==> config.mk <==
export PLATFORM = sky130hd
export DESIGN_NAME = ysyx_2022040010_bus_arbiter
export DESIGN_NICKNAME = d
export VERILOG_FILES = /design/src/rtl/ysyx_2022040010_bus_arbiter_pkg.sv /design/src/rtl/ysyx_2022040010_bus_arbiter.sv
export SDC_FILE = /design/constraint.sdc
export NUM_CORES = 1
export LEC_CHECK = 0
export ABC_AREA = 1
export CORE_ASPECT_RATIO = 1.2
export CORE_MARGIN = 3
export CORE_UTILIZATION = 25
export CTS_CLUSTER_SIZE = 8
export DETAILED_ROUTE_END_ITERATION = 10
export GPL_ROUTABILITY_DRIVEN = 0
export PLACE_DENSITY = 0.6
export SYNTH_ARGS = -nofsm -noshare
export SYNTH_HDL_FRONTEND = slang
export SYNTH_SLANG_ARGS = --single-unit
==> constraint.sdc <==
create_clock -name clk -period 1.96 [get_ports clk]
set_clock_uncertainty 0.2 [all_clocks]
set_input_delay 0.588 -clock clk [delete_from_list [all_inputs] [get_ports clk]]
set_output_delay 0.588 -clock clk [all_outputs]
set_load 0.01 [all_outputs]
==> src/rtl/ysyx_2022040010_bus_arbiter_pkg.sv <==
// Shared constants for the IF / EX-MEM bus arbiter.
//   - FSM state encoding (2 bits)
//   - grant identifiers
//   - fixed instruction-side request fields
//   - round-robin grant picker
package ysyx_2022040010_bus_arbiter_pkg;

  localparam logic [1:0] StIdle = 2'd0;
  localparam logic [1:0] StReq  = 2'd1;
  localparam logic [1:0] StWait = 2'd2;
  localparam logic [1:0] StDone = 2'd3;

  localparam logic GntInst = 1'b0;
  localparam logic GntData = 1'b1;

  localparam int unsigned InstW   = 32;
  localparam logic [7:0]  InstSel = 8'hFF;

  // On a tie the requester that did not win last time gets the bus.
  function automatic logic pick_grant(input logic inst_req, input logic data_req,
                                      input logic last_grant);
    if (inst_req && data_req) begin
      return (last_grant == GntInst) ? GntData : GntInst;
    end else if (data_req) begin
      return GntData;
    end
    return GntInst;
  endfunction

endpackage

==> src/rtl/ysyx_2022040010_bus_arbiter.sv <==
// Sequential arbiter sharing one memory bus between instruction fetch and data access.
// One transaction at a time: IDLE (grant) -> REQ (valid/ready) -> WAIT (rvalid) -> DONE.
// Ports:
//   clk, rst                 clock, asynchronous active-low reset
//   i_req/i_addr             instruction read request (level, held until i_done)
//   i_done/i_rdata           one-cycle completion pulse and 32-bit instruction
//   d_req/d_we/d_addr/...    data request (level, held until d_done)
//   d_done/d_rdata           one-cycle completion pulse and read data (0 for writes)
//   bus_*                    latched request towards the bus and its response
//   stallreq_for_bus         stall request while any requester is still waiting
module ysyx_2022040010_bus_arbiter
  import ysyx_2022040010_bus_arbiter_pkg::*;
#(
  parameter int unsigned ADDR_W = 64,
  parameter int unsigned DATA_W = 64
) (
  input  logic              clk,
  input  logic              rst,

  input  logic              i_req,
  input  logic [ADDR_W-1:0] i_addr,
  output logic              i_done,
  output logic [InstW-1:0]  i_rdata,

  input  logic              d_req,
  input  logic              d_we,
  input  logic [ADDR_W-1:0] d_addr,
  input  logic [DATA_W-1:0] d_wdata,
  input  logic [7:0]        d_sel,
  output logic              d_done,
  output logic [DATA_W-1:0] d_rdata,

  output logic              bus_valid,
  input  logic              bus_ready,
  output logic              bus_we,
  output logic [ADDR_W-1:0] bus_addr,
  output logic [DATA_W-1:0] bus_wdata,
  output logic [7:0]        bus_sel,
  input  logic              bus_rvalid,
  input  logic [DATA_W-1:0] bus_rdata,

  output logic              stallreq_for_bus
);

  logic [1:0]        state_q, state_d;
  logic              gnt_q, gnt_d;
  logic              last_grant_q, last_grant_d;
  logic              we_q, we_d;
  logic [ADDR_W-1:0] addr_q, addr_d;
  logic [DATA_W-1:0] wdata_q, wdata_d;
  logic [7:0]        sel_q, sel_d;
  logic [DATA_W-1:0] rdata_q, rdata_d;

  always_comb begin
    state_d      = state_q;
    gnt_d        = gnt_q;
    last_grant_d = last_grant_q;
    we_d         = we_q;
    addr_d       = addr_q;
    wdata_d      = wdata_q;
    sel_d        = sel_q;
    rdata_d      = rdata_q;

    unique case (state_q)
      StIdle: begin
        if (i_req || d_req) begin
          gnt_d   = pick_grant(i_req, d_req, last_grant_q);
          state_d = StReq;
          if (gnt_d == GntData) begin
            we_d    = d_we;
            addr_d  = d_addr;
            wdata_d = d_wdata;
            sel_d   = d_sel;
          end else begin
            we_d    = 1'b0;
            addr_d  = i_addr;
            wdata_d = '0;
            sel_d   = InstSel;
          end
        end
      end
      StReq: begin
        if (bus_ready) begin
          state_d = StWait;
        end
      end
      StWait: begin
        // Writes also wait here for the bus acknowledge.
        if (bus_rvalid) begin
          rdata_d = bus_rdata;
          state_d = StDone;
        end
      end
      StDone: begin
        last_grant_d = gnt_q;
        state_d      = StIdle;
      end
      default: state_d = StIdle;
    endcase
  end

  always_ff @(posedge clk or negedge rst) begin
    if (!rst) begin
      state_q      <= StIdle;
      gnt_q        <= GntInst;
      last_grant_q <= GntInst;
      we_q         <= 1'b0;
      addr_q       <= '0;
      wdata_q      <= '0;
      sel_q        <= '0;
      rdata_q      <= '0;
    end else begin
      state_q      <= state_d;
      gnt_q        <= gnt_d;
      last_grant_q <= last_grant_d;
      we_q         <= we_d;
      addr_q       <= addr_d;
      wdata_q      <= wdata_d;
      sel_q        <= sel_d;
      rdata_q      <= rdata_d;
    end
  end

  assign bus_valid = (state_q == StReq);
  assign bus_we    = we_q;
  assign bus_addr  = addr_q;
  assign bus_wdata = wdata_q;
  assign bus_sel   = sel_q;

  assign i_done = (state_q == StDone) && (gnt_q == GntInst);
  assign d_done = (state_q == StDone) && (gnt_q == GntData);

  // Address bit 2 selects which half of the 64-bit beat holds the instruction.
  always_comb begin
    i_rdata = '0;
    if (i_done) begin
      i_rdata = addr_q[2] ? rdata_q[2*InstW-1:InstW] : rdata_q[InstW-1:0];
    end
  end

  assign d_rdata = (d_done && !we_q) ? rdata_q : '0;

  assign stallreq_for_bus = (i_req && !i_done) || (d_req && !d_done);

endmodule
* Yosys cells after proc, flatten, opt, wreduce, memory -nomap -nowiden *
Index checks and enable logic that the tools add are counted.

cells by class
  equal/unequal tests = 6
  muxes and demuxes = 21
  bitwise logic cells = 1
  reductions and logical operators = 15

operator list
  kind                                                   number
  two-way mux 64 bit                                     3
  two-way mux 32 bit                                     2
  two-way mux 1 bit                                      11
  two-way mux 8 bit                                      1
  case mux 2 bit (4 select lines)                        1
  logical AND 1 bit                                      6
  two-way mux 2 bit                                      3
  equality test 2 bit, second input constant             2
  inequality test 2 bit, second input constant           2
  AND reduction 2 bit                                    2
  logical NOT 1 bit                                      3
  AND reduction 3 bit                                    1
  equality test 2 x 1 -> 1 bit, second input constant    1
  logical NOT 2 bit                                      1
  logical OR 1 bit                                       2
  inequality test 2 x 1 -> 1 bit, second input constant  1
  NOT 1 bit                                              1

storage, ports and cells
  bits of input ports = 271
  output and inout port bits = 237
  flip-flop bits (word level) = 205

* Depth between registers and ports, before layout *
Gate-level depths: netlist of run 1.

  word-level depth = 8
  gate-level depth with buffers = 9
  depth with buffers taken out = 7

* Worst setup path after synthesis of run 1 *
No wires, ideal clock.

  path kind = register to output
  start = register state_q[0]
  end = output port i_rdata[22]
  arrival = 1.284 ns
  data required time = 1.172 ns
  stages on the path, launching flop included = 7
  slack = -0.112 ns
  buffers on the path = 1
  cell sequence = dfrtp_1 > ha_1 > inv_1 > nor2_1 > buf_2 > o21ai_0 > a21oi_1

between the ends
  word-level cells in the longest chain between the ends = 3

RTL lines
  item                      line                                text
  start: declaration        ysyx_2022040010_bus_arbiter.sv:45   logic [1:0] state_q, state_d;
  start signal: assignment  ysyx_2022040010_bus_arbiter.sv:104  state_q <= StIdle;
  start signal: assignment  ysyx_2022040010_bus_arbiter.sv:113  state_q <= state_d;
  equality test 2 bit       ysyx_2022040010_bus_arbiter.sv:130  assign i_done = (state_q == StDone) && (gnt_q == GntInst);
  logical AND 1 bit         ysyx_2022040010_bus_arbiter.sv:130
  net i_done                ysyx_2022040010_bus_arbiter.sv:22   output logic i_done,
  two-way mux 32 bit        ysyx_2022040010_bus_arbiter.sv:136  if (i_done) begin
  end: declaration          ysyx_2022040010_bus_arbiter.sv:23   output logic [InstW-1:0] i_rdata,

The timed path passes the listed nets, and every way through them passes these cells.

* Final worst setup path of run 1 *
  start = register state_q[0]
  end = output port i_rdata[25]

between the ends
  word-level cells in the longest chain between the ends = 3

RTL lines
  item                 line
  equality test 2 bit  ysyx_2022040010_bus_arbiter.sv:130
  logical AND 1 bit    ysyx_2022040010_bus_arbiter.sv:130
  two-way mux 32 bit   ysyx_2022040010_bus_arbiter.sv:136

No other way between the ends.

==> results of run 1 <==
[through the flow]
| step | std cells | area, sq um | worst slack (ns) | utilization, % | TNS, ns |
|---|---|---|---|---|---|
| 2_1_floorplan | 1249 | 9910 | -0.0114 | - | -0.861 |
| 3_3_place_gp | 2264 | 15900 | -0.619 | 40.8 | -87.87 |
| 3_5_place_dp | 2264 | 15900 | -0.599 | 40.8 | -93.74 |
| 4_1_cts | 2331 | 16300 | -0.822 | 41.7 | -94.63 |
| 5_1_grt | 2358 | 17000 | -0.891 | 43.6 | -179.14 |
| 6_report | 2360 | 17000 | -0.762 | 43.6 | -147.78 |
[metal layers]
layer | global-route usage, % | up-vias | part of all wire, %
met4 | 7.02 | 0 | 3.7
met3 | 4.48 | 86 | 7.3
met1 | 21.9 | 4840 | 38
met2 | 33.3 | 426 | 51
met5 | 0 | - | 0
li1 | - | 5001 | -
[logic make-up after synthesis]
family / count (synthesis) / synth area share, %
AO/OA/AOI/OAI: 130 / 6.58
adder cells (fa/ha/maj): 4 / 0.506
buffers and inverters: 219 / 11.2
flip-flops: 205 / 51.9
AND/OR/NAND/NOR: 691 / 29.8
[report_power, final]
group	total, mW	leakage, nW	switching, mW	internal [mW]
Clock	4.43	0.371	1.81	2.63
Combinational	12.7	6.14	6.82	5.91
Sequential	7.18	2.43	1.02	6.15
Total	24.3	8.94	9.65	14.7
[Yosys cell counts]
cell	instances
nand2_1	402
dfrtp_1	205
nor2_1	153
inv_1	136
a21oi_1	96
nand3_1	65
nand3b_1	64
o21ai_0	34
buf_2	33
buf_6	27
clkbuf_1	10
buf_4	7
ha_1	4
inv_2	3
buf_1	2
nand2_2	2
nand4_1	2
buf_8	1
nand3_4	1
nor2_2	1
nor2_4	1
[final timing paths]
check                                          start                        end  slack, ns  cells after the start
max                           state_q[0]$_DFFE_PN0P_                i_rdata[25]      -0.76                      7
min                        bus_wdata[31]$_DFFE_PN0P_  bus_wdata[31]$_DFFE_PN0P_       0.26                      2
max reg2reg                   state_q[1]$_DFFE_PN0P_  bus_wdata[30]$_DFFE_PN0P_      -0.59                     17
min reg2reg                bus_wdata[31]$_DFFE_PN0P_  bus_wdata[31]$_DFFE_PN0P_       0.26                      2
max in group asynchronous                        rst    rdata_q[41]$_DFFE_PN0P_       0.63                      3
min in group asynchronous                        rst  bus_wdata[32]$_DFFE_PN0P_       0.34                      2
[worst reg2reg max path, cell delays in order, from the launching register on]
cell and delay (ns):
dfrtp_1 0.41, buf_4 0.15, buf_6 0.10, buf_6 0.10, buf_6 0.10, buf_6 0.10
buf_6 0.12, inv_6 0.06, buf_6 0.09, ha_4 0.14, inv_4 0.04, nor2_4 0.12
buf_12 0.16, buf_12 0.13, inv_12 0.04, bufbuf_16 0.26, nand2_1 0.06, nand2_1 0.05
[registers in the layout, indices dropped and copies added (netlist names)]
| signal | cells |
|---|---|
| state_q | 2 |
| bus_we | 1 |
| last_grant_q | 1 |
| bus_wdata | 64 |
| bus_addr | 64 |
| gnt_q | 1 |
| rdata_q | 64 |
| bus_sel | 8 |
[final cells by class]
class	instances	area, sq um	area share, %
antenna	3	7.51	0.0442
clock buffer	32	747	4.40
clock inverter	1	8.76	0.0516
inverter	139	558	3.29
multi-input combinational	826	3930	23.1
sequential	205	5130	30.2
tap	526	658	3.88
timing repair buffer	627	5920	34.9
timing repair inverter	1	16.3	0.0958
[what timing repair did]
item / in CTS / in global routing
hold buffers: 1 / 0
endpoints found under the setup margin: 274 / 242
pin swaps: 5 / 18
setup buffers: 21 / 11
hold endpoints to repair: 30 / 0
gates resized for setup: 997 / 96
gates cloned: 14 / 20
==> out/results.ini, run 1 <==
[outcome]
status=complete, but fails checks
violations=setup timing

[critical_path]
cp_slowest_stage_delay_ns=0.39
critPathCaptureType=output pin
crit_required_ns=1.17
critical_path.cell_chain=ha_4 -> inv_4 -> nor2_4 -> buf_8 -> o21ai_0 -> a21oi_1 -> buf_2
cp-start-kind=flop
cp.buffers_inverters=3
critPathMaxFanout=20
critical-path-top-delay-family=buffers and inverters
worstSetupPathType=reg -> out
cp.arrival_ns=1.93
worst_path_max_delay_cell=dfrtp_1

[sta]
finalCritPeriodShare_pct=139
max_slew_margin_pct=74.0
setup_slack_ns=-0.762
hold_viol=0
tightest_slew_ns=0.390
fmax_ghz=0.367
rsz0062_at_grt=yes
setup_violations=305
holdWs_ns=0.265
drv_slew=0
fin_crit_ns=2.72

[power_and_ir_drop]
power.density_nw_per_um2=1430
total_power_mw=24.3
ir_worst_vdd_v=0.000768
power_leakage_nw=8.94

[synthesis]
synth_top_area_cell=dfrtp_1
yosys-top-cells-area=dfrtp_1, nand2_1, nor2_1
syn_inst=1249
synthesis.nets=1524
yosys.cell_types.count=21
yosysSeqAreaShare_pct=51.9
syn_area_sq_um=9880
ys_warn_count=0
syn_avg_cell_area_sq_um=7.91
ys_ff_latch=205
yosysTopAreaCellShare_pct=51.9

[grt]
grt_pass1_wl_mm=61.3
overflow=0
grt_pass1_vias=10148
grt_usage_pct=18.7
grt_max_degree=67
grt_antenna_before_repair=3

[hold_path]
hp-class=reg -> reg

[floorplanning]
core_sq_um=38900
die_h_microns=224
boundaryPins=508
dieArea_sq_um=42000
num_rows=79
initial_utilization_pct=25.4
die_x_microns=188

[layout]
final_common_cell=nand2_1
area_delta_synth_final_pct=71.8
nets=2104
fill_cells=4007
mostFrequentLayoutCells=nand2_1, clkdlybuf4s50_1, buf_2
drive_gt1_share_pct=25.2

[routing]
drc=0
dr_total_vias=10353
totalWireLength_mm=43.4
first_iter_violations=441
via_per_inst=4.39
wl_per_cell_microns=18.4
ant_nets=0
drt-pass1-iter-count=5

[clock_network]
h-tree-depth=1
cts_sinks=205
clkTransAtPathRegs_ns=0.05
tritoncts=yes
cts_buffers=29
cts_root_buffer=clkbuf_16
clockBufferDepth=3
clock_latency_ns=0.54

[flow_run]
maxCapViolCount=0

[placement]
numPortBuffers=507
detailed_place_hpwl_mm=29.2

Power figures use the tool's default switching activity.
==> run 2: changes to the inputs <==
==> constraint.sdc (replaced) <==
create_clock -name clk -period 1.96 [get_ports clk]
set_clock_uncertainty 0.2 [all_clocks]
set_input_delay 0.588 -clock clk [delete_from_list [all_inputs] [get_ports clk]]
set_output_delay 0.588 -clock clk [all_outputs]
set_load 0.02 [all_outputs]
==> run 2 against run 1 <==
  * Setup slack improved by 0.0046 ns
  * Clock power is essentially flat
  * Via count fell by 0.99%
  * Fmax up 0.17%
  * The run still ends with setup timing left
  * Sequential share of layout area shrank 1.2 points
  * Highest routed layer is now met5
  * Largest cell class unchanged
  * Flip-flop and latch count unchanged
  * First-iteration DRC count decreased by 0.91%
  * Die area is the same
  * Sequential power hardly changed
  * Wire length down 1.8%
  * Utilization rose by 1.8 points
==> out/results.ini, run 2 (synthesis gave the netlist of run 1 again) <==
[power_and_ir_drop]
ir_worst_vdd_v=0.000767
switchingPower_mw=11.4
power_leakage_nw=8.80
comb_power_share_pct=55.7
power.density_nw_per_um2=1480
switching_share_pct=43.6
power_frac_seq_pct=27.4
p_int_mw=14.7
total_power_mw=26.1
clock_power_share_pct=16.9

[placement]
postPlaceCellArea_sq_um=16400
numPortBuffers=507
detailed_place_hpwl_mm=30.0
dp_cells=2267

[layout]
area_delta_synth_final_pct=78.8
mostFrequentLayoutCells=nand2_1, clkdlybuf4s50_1, dfrtp_1
final_common_cell=nand2_1
drive_gt1_share_pct=28.5
fill_cells=3856
nets=2091
postLayoutCellArea_sq_um=17700
final-instance-count-excl-fill=2346

[clock_network]
clkTransAtPathRegs_ns=0.05
cts_buffers=29
cts_sinks=205
cts_root_buffer=clkbuf_16
tritoncts=yes
clock_latency_ns=0.54
clockBufferDepth=3
h-tree-depth=1

[grt]
overflow=0
grt_usage_pct=18.1
grt_pass1_vias=10136
grt_pass1_wl_mm=60.0
grt_antenna_before_repair=3
grt_max_degree=60

[sta]
setup_violations=240
drv_slew=0
finalSetupTns_ns=-94.97
rsz0062_at_grt=yes
hold_viol=0
fin_crit_ns=2.72
tightest_slew_ns=0.429
setup_slack_ns=-0.758
fmax_ghz=0.368
max_slew_margin_pct=71.4
holdWs_ns=0.270
finalCritPeriodShare_pct=139

[hold_path]
min_from=bus_addr[24]$_DFFE_PN0P_
hp-class=reg -> reg
whs_path_depth=2
hold_end=bus_addr[24]$_DFFE_PN0P_

[routing]
wl_per_cell_microns=18.2
first_iter_violations=437
totalWireLength_mm=42.7
drc=0
drt-pass1-iter-count=4
dr_total_vias=10251
ant_nets=0
via_per_inst=4.37

[flow_run]
maxCapViolCount=0

[floorplanning]
die_x_microns=188
die_h_microns=224
initial_utilization_pct=25.4
core_sq_um=38900
num_rows=79
dieArea_sq_um=42000
boundaryPins=508

[critical_path]
worstSetupPathType=reg -> out
critPathMaxFanout=8
crit_required_ns=1.17
cp-start-kind=flop
r2r_cells=13
reg2reg_from=state_q[1]$_DFFE_PN0P_
critical_path.cell_chain=ha_4 -> inv_4 -> nor2_4 -> buf_12 -> clkbuf_16 -> o21ai_1 -> a21oi_2 -> buf_4
cp.arrival_ns=1.93
r2r_end=bus_addr[43]$_DFFE_PN0P_
worst_path_max_delay_cell=dfrtp_1
critPathCaptureType=output pin
regToRegSetupSlack_ns=-0.27
cp_slowest_stage_delay_ns=0.39

[outcome]
status=complete, but fails checks
violations=setup timing

==> run 2: changes by cell type in the layout (fill, tap and decap cells not counted), moves of 7 or more <==
cell	change
a21oi_1	-31
a21oi_2	+31
buf_12	-9
buf_16	-9
buf_2	-99
buf_4	+24
buf_6	+79
nand2_1	+11
nand2_2	-12
nor2_1	-45
nor2_2	-18
nor2_4	+63
o21ai_0	+7
o21ai_1	-8
==> run 2: power by group through the flow <==
stage | sequential, mW | combinational, mW | clock [mW]
detailed placement | 7.18 | 13.7 | 0
global placement | 7.12 | 13.6 | 0
floorplan | 8.55 | 6.04 | 0
finish | 7.16 | 14.5 | 4.42
global route | 7.38 | 15.7 | 4.74
CTS | 7.12 | 12.8 | 4.57
==> run 2: what timing repair did <==
item | CTS | global route
hold endpoints to repair | 19 | 0
gates resized for setup | 1006 | 227
pin swaps | 1 | 20
endpoints found under the setup margin | 235 | 236
hold buffers | 1 | 0
setup buffers | 7 | 19
cloned | 1 | 24
==> run 2: how the worst max path moves through the flow <==
stage                            end  slack, ns  cells after the start              startpoint
detailed placement  stallreq_for_bus      -0.68                      4                   i_req
floorplan                i_rdata[22]      -0.08                      6  state_q[0]$_DFFE_PN0P_
global route              i_rdata[6]      -0.85                      8  state_q[1]$_DFFE_PN0P_
CTS                      i_rdata[17]      -0.86                      7  state_q[0]$_DFFE_PN0P_
global placement    stallreq_for_bus      -0.69                      4                   i_req
finish                   i_rdata[27]      -0.76                      8  state_q[1]$_DFFE_PN0P_
==> run 2: stage by stage <==
step           util (%)  setup slack, ns
2_1_floorplan         -          -0.0849
3_3_place_gp       42.2           -0.687
3_5_place_dp       42.2           -0.684
4_1_cts            43.0           -0.857
5_1_grt            45.4           -0.849
6_report           45.4           -0.758
==> run 2: critical path, delay by kind of cell (launching register included) <==
kind                       cells  cell delay (ns)
and+or+nand+nor                1             0.11
AOI/OAI and AO/OA              2             0.21
adders and majority gates      1             0.18
buffers and inverters          4             0.49
DFF                            1             0.39
==> run 2: cell type report <==
type	instances	area (sq um)	share of cell area (%)
timing repair buffer	613	6080	34.4
sequential	205	5130	29.0
multi-input combinational	826	4460	25.3
clock buffer	32	747	4.23
tap	526	658	3.72
inverter	139	553	3.13
timing repair inverter	2	20.0	0.113
clock inverter	1	8.76	0.0496
antenna	2	5.00	0.0283
==> run 2: layer usage <==
metal  part of all wire (%)  GRT usage, %  wire length [microns]  vias up
li1                       -             -                      -     4975
met5                  0.026             0                     11        -
met3                    7.3          4.30                   3130       84
met2                     50          31.2                  21400      404
met4                    3.8          6.85                   1630        2
met1                     39          22.0                  16500     4786
